$ cat src/rtl/sync_fifo_prog.sv
// Single-clock FIFO with selectable read mode, occupancy count, programmable
// almost-full/almost-empty thresholds and sticky overflow/underflow flags.
module sync_fifo_prog #(
    parameter int datawidth  = 8,
    parameter int addr_width = 3,
    parameter int rd_mode    = 0
) (
    input  logic                  clk,
    input  logic                  rstn,
    input  logic [datawidth-1:0]  wdata,
    input  logic                  winc,
    input  logic                  rinc,
    input  logic                  clr_err,
    input  logic [addr_width:0]   afull_thr,
    input  logic [addr_width:0]   aempty_thr,
    output logic [datawidth-1:0]  rdata,
    output logic                  rvalid,
    output logic                  wfull,
    output logic                  rempty,
    output logic                  almost_full,
    output logic                  almost_empty,
    output logic [addr_width:0]   count,
    output logic                  overflow,
    output logic                  underflow
);

    localparam int DEPTH = 1 << addr_width;
    localparam logic [addr_width:0] PTR_ONE = {{addr_width{1'b0}}, 1'b1};

    logic [addr_width:0]  r_wptr;
    logic [addr_width:0]  r_rptr;
    logic [datawidth-1:0] r_mem [DEPTH];
    logic                 r_overflow;
    logic                 r_underflow;

    logic [addr_width:0]  w_count;
    logic                 w_full;
    logic                 w_empty;
    logic                 w_wr_acc;
    logic                 w_rd_acc;
    logic [datawidth-1:0] w_head;

    // Pointers carry one extra wrap bit so full and empty are distinguishable.
    assign w_count  = r_wptr - r_rptr;
    assign w_empty  = (r_wptr == r_rptr);
    assign w_full   = (r_wptr == {~r_rptr[addr_width], r_rptr[addr_width-1:0]});
    assign w_wr_acc = winc & ~w_full;
    assign w_rd_acc = rinc & ~w_empty;
    assign w_head   = r_mem[r_rptr[addr_width-1:0]];

    assign count        = w_count;
    assign wfull        = w_full;
    assign rempty       = w_empty;
    assign almost_full  = (w_count >= afull_thr);
    assign almost_empty = (w_count <= aempty_thr);
    assign overflow     = r_overflow;
    assign underflow    = r_underflow;

    // Write and read pointer advance on accepted requests.
    always_ff @(posedge clk or negedge rstn) begin
        if (!rstn) begin
            r_wptr <= {(addr_width+1){1'b0}};
            r_rptr <= {(addr_width+1){1'b0}};
        end else begin
            if (w_wr_acc) begin
                r_wptr <= r_wptr + PTR_ONE;
            end
            if (w_rd_acc) begin
                r_rptr <= r_rptr + PTR_ONE;
            end
        end
    end

    // Storage array; contents intentionally survive reset.
    always_ff @(posedge clk) begin
        if (w_wr_acc) begin
            r_mem[r_wptr[addr_width-1:0]] <= wdata;
        end
    end

    // Sticky error flags: a new error in the same cycle beats the clear.
    always_ff @(posedge clk or negedge rstn) begin
        if (!rstn) begin
            r_overflow  <= 1'b0;
            r_underflow <= 1'b0;
        end else begin
            if (winc && w_full) begin
                r_overflow <= 1'b1;
            end else if (clr_err) begin
                r_overflow <= 1'b0;
            end
            if (rinc && w_empty) begin
                r_underflow <= 1'b1;
            end else if (clr_err) begin
                r_underflow <= 1'b0;
            end
        end
    end

    generate
        if (rd_mode == 0) begin : g_registered
            logic [datawidth-1:0] r_rdata;
            logic                 r_rvalid;

            // Registered read: data lands one cycle after the accepted request.
            always_ff @(posedge clk or negedge rstn) begin
                if (!rstn) begin
                    r_rdata  <= {datawidth{1'b0}};
                    r_rvalid <= 1'b0;
                end else begin
                    r_rvalid <= w_rd_acc;
                    if (w_rd_acc) begin
                        r_rdata <= w_head;
                    end
                end
            end

            assign rdata  = r_rdata;
            assign rvalid = r_rvalid;
        end else begin : g_show_ahead
            assign rdata  = w_empty ? {datawidth{1'b0}} : w_head;
            assign rvalid = 1'b0;
        end
    endgenerate

endmodule

$ cat config.mk
export PLATFORM = sky130hd
export DESIGN_NAME = sync_fifo_prog
export DESIGN_NICKNAME = d
export VERILOG_FILES = /design/src/rtl/sync_fifo_prog.sv
export SDC_FILE = /design/constraint.sdc
export NUM_CORES = 1
export LEC_CHECK = 0
export ABC_AREA = 0
export CAP_MARGIN = 10
export CORE_MARGIN = 3
export CORE_UTILIZATION = 41
export DETAILED_ROUTE_END_ITERATION = 12
export PLACE_DENSITY = 0.7
export SYNTH_ARGS = -nofsm -noshare
export SYNTH_HDL_FRONTEND = slang
export SYNTH_SLANG_ARGS = --single-unit
export TNS_END_PERCENT = 30
$ cat constraint.sdc
create_clock -name clk -period 5.7 [get_ports clk]
set_input_delay 0.855 -clock clk [delete_from_list [all_inputs] [get_ports clk]]
set_output_delay 0.855 -clock clk [all_outputs]
set_load 0.01 [all_outputs]
==> flow_metrics.py <==
metrics = {
    "yosys": {
        "synthArstFlopShare": 0.2289,
        "ys_seq_elements": 83,
        "syn_inst": 241,
        "syn-num-nets": 276,
        "synth_edf_count": 64,
        "yosysWarnings": 0,
        "synth_ff_type": "edfxtp_1",
        "avgSynthCellArea_um2": 14.98,
        "synth-seq-area-share": 0.6641,
        "yosysUniqueCellTypes": 37,
        "synth_area_um2": 3610,
    },
    "global_routing": {
        "grt_pass1_vias": 1990,
        "grt_usage": 0.1316,
        "antenna_found_initial": 0,
        "grt_first_pass_wirelength_um": 10030,
        "use_met1": 0.1867,
        "grt_max_degree": 37,
        "met3_usage": 0.04031,
        "grt_use_met2": 0.1965,
        "grt_overflow_total": 0,
        "grt-busiest-layer": "met2",
    },
    "detailed_routing": {
        "postRouteAntennaNets": 0,
        "dr.first_iter.drc_count": 100,
        "wire_per_inst_um": 15.18,
        "vias_per_cell": 5.028,
        "drcViolationCount": 0,
        "firstDrtPassIters": 4,
        "drt_wl_total_um": 6056,
        "via_count": 2006,
    },
    "worst_hold_path": {
        "timing.hold.worst.start": "rdata[6]$_DFFE_PN0P_",
        "min_path_type": "reg2reg",
    },
    "clock_tree": {
        "htreeDepth": 3,
        "cts_made_buffers": 9,
        "ctsLongestPathBuffers": 2,
        "cts_sinks": 83,
        "insertion_delay_ns": 0.34,
        "postCtsSetupRepairBufs": 0,
        "cts.clk_slew.worst_paths_ns": 0.08,
        "cts-hold-fix-buffers": 0,
        "clock-root-buffer": "clkbuf_8",
        "tritoncts": "done",
        "cts_resized": 0,
    },
    "worst_setup_path": {
        "cp-start-kind": "flop",
        "worst-setup-path-type": "reg2out",
        "cp_max_fo": 36,
        "arrival_ns": 3.37,
        "end_kind": "output pin",
        "r2r_start": "r_rptr[0]$_DFFE_PN0P_",
        "cp-startpoint": "r_rptr[0]$_DFFE_PN0P_",
        "worstPathRequired_ns": 4.85,
    },
    "layout": {
        "layout-drive-gt1-share": 0.1531,
        "num-nets-final": 324,
        "num-fill-cells": 701,
        "antenna_cells": 0,
        "final_cell_mix": "edfxtp_1, clkdlybuf4s50_1, nand2_1",
        "final_cells": 399,
        "syn2layout_area_growth_pct": 19.48,
        "final_common_cell": "edfxtp_1",
    },
    "sta": {
        "fin_tns_setup_ns": 0,
        "hold-worst-slack_ns": 0.4834,
        "tightest_slew_ns": 0.8546,
        "slew_viol_final": 0,
        "clock.fmax_mhz": 236.4,
        "hold_violations": 0,
        "rsz0062_at_grt": "false",
        "finalClockSkew_ns": 0.01028,
        "maxSlewHeadroom": 0.4285,
        "finalSetupViolCount": 0,
        "fin_crit_sh": 0.7420,
        "min_period_ns": 4.230,
    },
    "job": {
        "max-cap-violations": 0,
    },
    "placed_design": {
        "portBuffers": 39,
        "place.gp.congestion": 0.7687,
        "dp_cells": 383,
        "dp_hpwl_um": 4253,
    },
    "power_and_ir_drop": {
        "vdd_drop_max_v": 0.0002124,
        "p_per_area_nw_per_um2": 572.2,
        "cellLeakagePower_nw": 1.629,
    },
    "status": {
        "status": "finished clean",
    },
    "die": {
        "row_count": 33,
        "die_w_um": 99.83,
        "die_h_um": 99.83,
        "initial_core_util": 0.4307,
        "io_pins": 40,
        "core_area_um2": 8382,
        "die-area_um2": 9966,
    },
}
-- stage by stage --
step,util,instance area [um2],worst slack (ns),power [mW]
finish,0.5146,4313,1.470,2.468
detailed placement,0.4905,4111,1.816,2.076
global placement,0.4905,4111,1.875,2.053
floorplan,-,3610,2.581,1.653
global route,0.5146,4313,1.223,2.650
CTS,0.5146,4313,1.431,2.494
-- path summary, 6_finish.rpt --
| path | end | depth (start not counted) | slack [ns] |
|---|---|---|---|
| max | almost_empty | 10 | 1.47 |
| min | rdata[6]$_DFFE_PN0P_ | 2 | 0.48 |
| max reg2reg | r_mem[5][1]$_DFFE_PP_ | 6 | 2.94 |
| min reg2reg | rdata[6]$_DFFE_PN0P_ | 2 | 0.48 |
| max in group asynchronous | r_wptr[1]$_DFFE_PN0P_ | 1 | 4.17 |
| min in group asynchronous | rdata[0]$_DFFE_PN0P_ | 1 | 1.00 |
-- registers in the layout (all words and copies together) (netlist names) --
signal and count:
r_rptr 4, r_mem 64, rdata 8, overflow 1, underflow 1, r_wptr 4, rvalid 1
-- kinds of logic (layout without fill, tap and decap cells) --
logic type,after synthesis,after routing,synth area share
xor+xnor,10,10,0.02843
buf+inv,23,76,0.03432
mux,32,32,0.09428
fa+ha+maj,14,14,0.05061
compound gates,38,38,0.07660
simple gates,41,41,0.05165
flops,83,83,0.6641
-- metal layers --
metal / share of wire / vias up / wire [um]
met5: 0 / - / 0
met4: 0.0096 / 0 / 58
met3: 0.048 / 7 / 293
li1: - / 992 / -
met1: 0.50 / 973 / 3007
met2: 0.45 / 34 / 2697
-- worst max-delay path: stages (launching register included) --
cell	delay [ns]
dfrtp_1	0.33
buf_4	0.46
ha_1	0.25
inv_1	0.06
fa_1	0.48
ha_1	0.31
nor2b_1	0.13
o21a_1	0.16
o21a_1	0.15
o21ai_0	0.14
clkdlybuf4s50_1	0.55
-- synthesized netlist by cell type, drive strengths merged (4+ instances only) --
cell / instances / area [um2]
buf: 5 / 52.55
nor3: 4 / 20.02
nor2: 6 / 25.03
a22oi: 8 / 60.06
dfrtp: 19 / 475.5
xnor2: 7 / 68.82
o21ai: 14 / 85.09
o221ai: 8 / 70.07
mux2i: 16 / 160.2
edfxtp: 64 / 1922
ha: 13 / 162.7
nand2: 21 / 81.33
mux2: 16 / 180.2
inv: 15 / 58.81
a21o: 4 / 30.03
-- cell type report --
class | count | area, um2 | area share
clock buffers | 11 | 141.4 | 0.03278
clock inverters | 5 | 60.06 | 0.01393
inverters | 15 | 58.81 | 0.01364
multi-input cells | 135 | 1089 | 0.2524
flip-flops and latches | 83 | 2397 | 0.5558
well taps | 105 | 131.4 | 0.03046
repair buffers | 45 | 435.4 | 0.1010
-- power breakdown --
| part | switching (mW) | internal (mW) |
|---|---|---|
| clock network | 0.203 | 0.216 |
| registers | 0.0846 | 0.797 |
| logic | 0.582 | 0.586 |
Power figures use the tool's default switching activity.
